**src/rtl/pacman_mover.sv**
```systemverilog
// Avalon-MM write master that steps Pac-Man's position once per FRAME_DIV frames
// and pushes X (addr 0) then Y (addr 1) to the sprite peripheral. Optional PACMAN_WRAP_EN enables the horizontal tunnel wrap.
module pacman_mover #(
    parameter int X_INIT    = 340,
    parameter int Y_INIT    = 240,
    parameter int X_MIN     = 104,
    parameter int X_MAX     = 520,
    parameter int Y_MIN     = 104,
    parameter int Y_MAX     = 352,
    parameter int STEP      = 1,
    parameter int FRAME_DIV = 1
) (
    input  logic        clk,
    input  logic        reset,
    input  logic        vga_vs,
    input  logic [3:0]  btn,
    output logic [2:0]  avm_address,
    output logic [15:0] avm_writedata,
    output logic        avm_write,
    output logic        avm_chipselect,
    input  logic        avm_waitrequest,
    output logic        busy,
    output logic [9:0]  pos_x,
    output logic [9:0]  pos_y,
    output logic [7:0]  overrun_cnt
);

    typedef enum logic [1:0] {S_IDLE, S_WR_X, S_WR_Y} state_t;
    typedef enum logic [2:0] {DIR_NONE, DIR_UP, DIR_DOWN, DIR_LEFT, DIR_RIGHT} dir_t;

    function automatic logic [9:0] clamp_axis(input logic [10:0] v,
                                              input logic [10:0] lo,
                                              input logic [10:0] hi);
        if (v < lo)      return lo[9:0];
        else if (v > hi) return hi[9:0];
        else             return v[9:0];
    endfunction

    state_t      r_state;
    state_t      w_state_nxt;
    dir_t        r_dir;
    logic        r_vs_d;
    logic [7:0]  r_fcnt;
    logic [9:0]  r_pos_x;
    logic [9:0]  r_pos_y;
    logic [7:0]  r_overrun;
    logic [2:0]  r_addr;
    logic [15:0] r_wdata;
    logic        r_write;
    logic        r_busy;

    logic        w_tick;
    logic        w_event;
    logic        w_moved;
    logic        w_accept;
    logic [10:0] w_cand_x;
    logic [10:0] w_cand_y;
    logic [9:0]  w_nxt_x;
    logic [9:0]  w_nxt_y;
    logic [9:0]  w_px_upd;
    logic [9:0]  w_py_upd;
    logic [2:0]  w_addr_nxt;
    logic [15:0] w_wdata_nxt;
    logic        w_write_nxt;

    assign w_tick  = r_vs_d & ~vga_vs;
    assign w_event = w_tick & (r_fcnt == 8'(FRAME_DIV - 1));

    // Latch the highest-priority pressed direction; no press keeps the last one.
    always_ff @(posedge clk or posedge reset) begin
        if (reset)       r_dir <= DIR_NONE;
        else if (btn[3]) r_dir <= DIR_UP;
        else if (btn[2]) r_dir <= DIR_DOWN;
        else if (btn[1]) r_dir <= DIR_LEFT;
        else if (btn[0]) r_dir <= DIR_RIGHT;
        else             r_dir <= r_dir;
    end

    // Vsync edge detector and frame divider.
    always_ff @(posedge clk or posedge reset) begin
        if (reset) begin
            r_vs_d <= 1'b1;
            r_fcnt <= 8'd0;
        end else begin
            r_vs_d <= vga_vs;
            if (w_event)     r_fcnt <= 8'd0;
            else if (w_tick) r_fcnt <= r_fcnt + 8'd1;
            else             r_fcnt <= r_fcnt;
        end
    end

    // Candidate position one step along cur_dir, clamped (or wrapped on X) into the maze.
    always_comb begin
        w_cand_x = {1'b0, r_pos_x};
        w_cand_y = {1'b0, r_pos_y};
        case (r_dir)
            DIR_UP:    w_cand_y = {1'b0, r_pos_y} - 11'(STEP);
            DIR_DOWN:  w_cand_y = {1'b0, r_pos_y} + 11'(STEP);
            DIR_LEFT:  w_cand_x = {1'b0, r_pos_x} - 11'(STEP);
            DIR_RIGHT: w_cand_x = {1'b0, r_pos_x} + 11'(STEP);
            default:   w_cand_x = {1'b0, r_pos_x};
        endcase
`ifdef PACMAN_WRAP_EN
        if (r_dir == DIR_LEFT && w_cand_x < 11'(X_MIN))
            w_nxt_x = 10'(X_MAX);
        else if (r_dir == DIR_RIGHT && w_cand_x > 11'(X_MAX))
            w_nxt_x = 10'(X_MIN);
        else
            w_nxt_x = clamp_axis(w_cand_x, 11'(X_MIN), 11'(X_MAX));
`else
        w_nxt_x = clamp_axis(w_cand_x, 11'(X_MIN), 11'(X_MAX));
`endif
        w_nxt_y = clamp_axis(w_cand_y, 11'(Y_MIN), 11'(Y_MAX));
        w_moved = (w_nxt_x != r_pos_x) || (w_nxt_y != r_pos_y);
    end

    // Next-state logic; a move is only accepted from IDLE when it changes the position.
    always_comb begin
        w_state_nxt = r_state;
        w_accept    = 1'b0;
        case (r_state)
            S_IDLE: begin
                if (w_event && w_moved) begin
                    w_state_nxt = S_WR_X;
                    w_accept    = 1'b1;
                end else begin
                    w_state_nxt = S_IDLE;
                end
            end
            S_WR_X:  w_state_nxt = avm_waitrequest ? S_WR_X : S_WR_Y;
            S_WR_Y:  w_state_nxt = avm_waitrequest ? S_WR_Y : S_IDLE;
            default: w_state_nxt = S_IDLE;
        endcase
    end

    assign w_px_upd = w_accept ? w_nxt_x : r_pos_x;
    assign w_py_upd = w_accept ? w_nxt_y : r_pos_y;

    // Bus outputs are decoded from the next state so they can be registered without a cycle of lag.
    always_comb begin
        w_write_nxt = 1'b0;
        w_addr_nxt  = 3'd0;
        w_wdata_nxt = 16'd0;
        case (w_state_nxt)
            S_WR_X: begin
                w_write_nxt = 1'b1;
                w_addr_nxt  = 3'd0;
                w_wdata_nxt = {6'b000000, w_px_upd};
            end
            S_WR_Y: begin
                w_write_nxt = 1'b1;
                w_addr_nxt  = 3'd1;
                w_wdata_nxt = {6'b000000, w_py_upd};
            end
            default: begin
                w_write_nxt = 1'b0;
                w_addr_nxt  = 3'd0;
                w_wdata_nxt = 16'd0;
            end
        endcase
    end

    // State, position, bus and overrun registers.
    always_ff @(posedge clk or posedge reset) begin
        if (reset) begin
            r_state   <= S_IDLE;
            r_pos_x   <= 10'(X_INIT);
            r_pos_y   <= 10'(Y_INIT);
            r_write   <= 1'b0;
            r_addr    <= 3'd0;
            r_wdata   <= 16'd0;
            r_busy    <= 1'b0;
            r_overrun <= 8'd0;
        end else begin
            r_state <= w_state_nxt;
            r_pos_x <= w_px_upd;
            r_pos_y <= w_py_upd;
            r_write <= w_write_nxt;
            r_addr  <= w_addr_nxt;
            r_wdata <= w_wdata_nxt;
            r_busy  <= (w_state_nxt != S_IDLE);
            if (w_event && (r_state != S_IDLE) && (r_overrun != 8'hFF))
                r_overrun <= r_overrun + 8'd1;
            else
                r_overrun <= r_overrun;
        end
    end

    assign avm_address    = r_addr;
    assign avm_writedata  = r_wdata;
    assign avm_write      = r_write;
    assign avm_chipselect = r_write;
    assign busy           = r_busy;
    assign pos_x          = r_pos_x;
    assign pos_y          = r_pos_y;
    assign overrun_cnt    = r_overrun;

endmodule

```
**config.mk**
```make
export PLATFORM = sky130hd
export DESIGN_NAME = pacman_mover
export DESIGN_NICKNAME = d
export VERILOG_FILES = /design/src/rtl/pacman_mover.sv
export SDC_FILE = /design/constraint.sdc
export NUM_CORES = 1
export LEC_CHECK = 0
export ABC_AREA = 0
export CAP_MARGIN = 20
export CORE_MARGIN = 10
export CORE_UTILIZATION = 40
export CTS_BUF_LIST = sky130_fd_sc_hd__clkbuf_4 sky130_fd_sc_hd__clkbuf_8
export DETAILED_ROUTE_END_ITERATION = 8
export GPL_ROUTABILITY_DRIVEN = 0
export HOLD_SLACK_MARGIN = 0.1
export PLACE_DENSITY_LB_ADDON = 0.1
export REMOVE_ABC_BUFFERS = 1
export SYNTH_ARGS = -nofsm -noshare
export SYNTH_HDL_FRONTEND = slang
export SYNTH_SLANG_ARGS = --single-unit
```
**constraint.sdc**
```tcl
create_clock -name clk -period 5.1 [get_ports clk]
set_input_delay 1.02 -clock clk [delete_from_list [all_inputs] [get_ports clk]]
set_output_delay 1.02 -clock clk [all_outputs]
set_load 0.01 [all_outputs]
```
==> impl_results.md <==
* Status: complete, but fails checks
* Failing checks: negative setup slack
* Max-slew violation count at 0
* Slew @ Worst Pin at 0.685 ns
* Netlist area before placement at 4790 µm²
* Die area at 16,800 µm²
* H-tree depth at 2
* Initial antenna violation count at 0
* Fraction of registers with async set/reset at 100%
* Layout Skew at 0.0128 ns
* Crit. End Element: flip-flop
* Worst path arrival time at 5.33 ns
* DR iter-0 viols at 442
* Final core utilization at 61.4%
* Area of the multi-input gates at 3670 µm²
* Clock transition at path regs at 0.11 ns
* EDFF count, synth at 0
* Dominant synthesized flop cell: dfrtp_1
* Worst skew pair latency at 0.32 ns
* YS warnings at 0
* Wirelength per Cell at 18.7 µm
* Pin count of the biggest net entering global routing at 56
* Total CTS buffers at 5
* Setup TNS at -0.0103 ns
* Synthesis-to-layout area growth at 48.2%
* Static leakage at 0.00313 µW
* IO Pins at 58
* HP Class: flip-flop to flip-flop
* Clock tree buffer depth at 2
* Critical path class: flip-flop to flip-flop
* CP Launch Type: flip-flop
* FF+latch area at 1390 µm²
* Global route overflow at 0
* Final Non-Filler Cells at 896
* Power Density at 651 nW/µm²
* RSZ-0062 raised after global routing: yes
* Detailed-placement wirelength estimate at 12.6 mm
* Gate Count Post-Synth at 572
* WP data required at 5.32 ns
* Average cell area after synthesis at 8.37 µm²
* Root Driver: clkbuf_8
* Die width at 129 µm
* Max_cap viols at 0
* DRT Pass-1 Iters at 5
* Via density at 5.89
* Overall routing resource usage at 19.3%
* Vias in the first global route at 5,257
* Min cycle time layout at 5.11 ns
* CTS tree: built
* Share of cells above drive strength 1 at 35.9%
* Setup-failing EPs final at 1
* Max Clock Freq at 196 MHz
* Final hold viol count at 0
* Routed Wire Length at 16.8 mm
* Number of synthesized register bits at 55
* Place WS at -0.444 ns
* Final period utilization at 100%
* Final-layout fill cell count at 983
* Final #Nets at 786
* Placed cell count at 869
* Port Buf Inserts at 49
* Diodes inserted at 0
* CTS Sinks at 55
* Seq/Total Area, Yosys at 29.0%
* Row count at 39
* Final WS setup at -0.0103 ns
* Starting Density at 41.4%
* Core Area at 11,600 µm²
* CTS Hold Bufs at 0
* Vias at 5,277
* First-pass GRT wire length at 26.7 mm
* ANT nets after route at 0
* Yosys cell types at 86
* Worst vdd ir at 0.000345 V
* DR DRC count at 0
* Crit path max fanout at 7
* Die H at 129 µm
* Max-slew headroom at 54.3%
-- final timing paths --
check,from,depth (start not counted),slack (ns),endpoint
setup reg to reg,r_dir[1],20,-0.01,avm_writedata[1]
min in group asynchronous,reset,3,1.20,overrun_cnt[5]
hold reg to reg,r_fcnt[7],1,0.50,r_fcnt[7]
setup / recovery,r_dir[1],20,-0.01,avm_writedata[1]
hold / removal,r_fcnt[7],1,0.50,r_fcnt[7]
max in group asynchronous,reset,3,3.44,pos_y[8]
-- layer usage --
layer | global-route usage (%) | part of all wire (%)
met1 | 25.7 | 45
met2 | 31.3 | 46
met3 | 3.63 | 6.9
met4 | 5.62 | 2.2
met5 | 0 | 0
-- where the power goes --
part	internal (µW)	switching, µW
sequential	563	131
clock	102	159
combinational	1810	1860
-- state kept, by name (all words and copies together), names as in the netlist --
name	cells
avm_address	1
avm_chipselect	1
avm_writedata	10
busy	1
overrun_cnt	8
pos_x	10
pos_y	10
r_dir	3
r_fcnt	8
r_state	2
r_vs_d	1
-- cell usage in the layout, fill, tap and decap left out, types with 9 or more instances in the layout --
cell | synthesis | routed
clkdlybuf4s50_1 | 0 | 49
dfstp_2 | 9 | 9
o21ai_0 | 32 | 28
nand4_1 | 12 | 12
xnor2_1 | 18 | 16
ha_1 | 24 | 12
nand2_1 | 41 | 40
dfrtp_1 | 46 | 46
ha_4 | 0 | 11
nand3_1 | 26 | 22
nor2_1 | 45 | 44
buf_4 | 11 | 142
inv_1 | 25 | 22
nor3_1 | 15 | 12
a21oi_1 | 46 | 39
-- layout make-up --
class	count	share of cell area, %
clock buffer	5	0.969
clock inverter	3	0.388
inverter	25	1.36
multi-input combinational	466	51.7
sequential	55	19.5
tap	143	2.52
timing repair buffer	199	23.6
-- worst max-delay path, stage by stage (launching register included) --
cell and delay [ns]:
dfrtp_1 0.42, or3b_4 0.46, buf_12 0.16, buf_4 0.13, ha_1 0.29, a21oi_1 0.10
or2_2 0.37, a21o_1 0.21, a2111o_1 0.42, nand2_1 0.22, nand3_1 0.14, o211a_1 0.26
nor4_4 0.29, o2111ai_2 0.22, o21ai_4 0.22, o21a_4 0.18, ha_4 0.22, and2_4 0.21
o211ai_1 0.11, nand2_1 0.08, a211o_1 0.28
-- synth_stat cells (all sizes together) (6+ instances only) --
cell type / number / area, µm²
a211o: 9 / 78.8
a211oi: 10 / 75.1
a21oi: 46 / 230
a22oi: 9 / 72.6
and2: 11 / 68.8
and3: 7 / 48.8
buf: 17 / 125
clkbuf: 17 / 63.8
dfrtp: 46 / 1150
dfstp: 9 / 236
ha: 24 / 300
inv: 25 / 93.8
mux2: 11 / 128
nand2: 41 / 154
nand2b: 7 / 43.8
nand3: 26 / 130
nand4: 12 / 75.1
nor2: 45 / 169
nor3: 16 / 85.1
o211ai: 6 / 45.0
o21a: 7 / 52.6
o21ai: 35 / 190
or2: 8 / 50.1
or3: 6 / 37.5
xnor2: 18 / 158
xor2: 8 / 70.1
-- through the flow --
stage | instance area, µm² | hold slack (ns) | total power, µW
5_1_grt | 7100 | 0.534 | 4950
3_5_place_dp | 6300 | 0.479 | 3760
3_3_place_gp | 6300 | 0.464 | 3730
4_1_cts | 6760 | 0.495 | 4330
6_report | 7100 | 0.499 | 4620
2_1_floorplan | 4630 | 0.446 | 2320
-- what timing repair did --
action,in CTS,in global routing
gates resized for setup,59,47
gates cloned,0,2
endpoints found under the setup margin,10,10
buffers inserted,6,12
pin swaps,21,28
-- logic make-up (layout without fill, tap and decap cells) --
group,count (synthesis),after routing,synth area share (%)
adder cells (fa/ha/maj),26,26,7.11
AO/OA/AOI/OAI,192,192,28.5
other,1,8,0.0783
multiplexers,13,13,3.08
buffers and inverters,59,232,5.90
flip-flops,55,55,29.0
XOR/XNOR,26,26,4.75
AND/OR/NAND/NOR,200,201,21.6
Note: power is estimated with default switching activity, not from simulation.
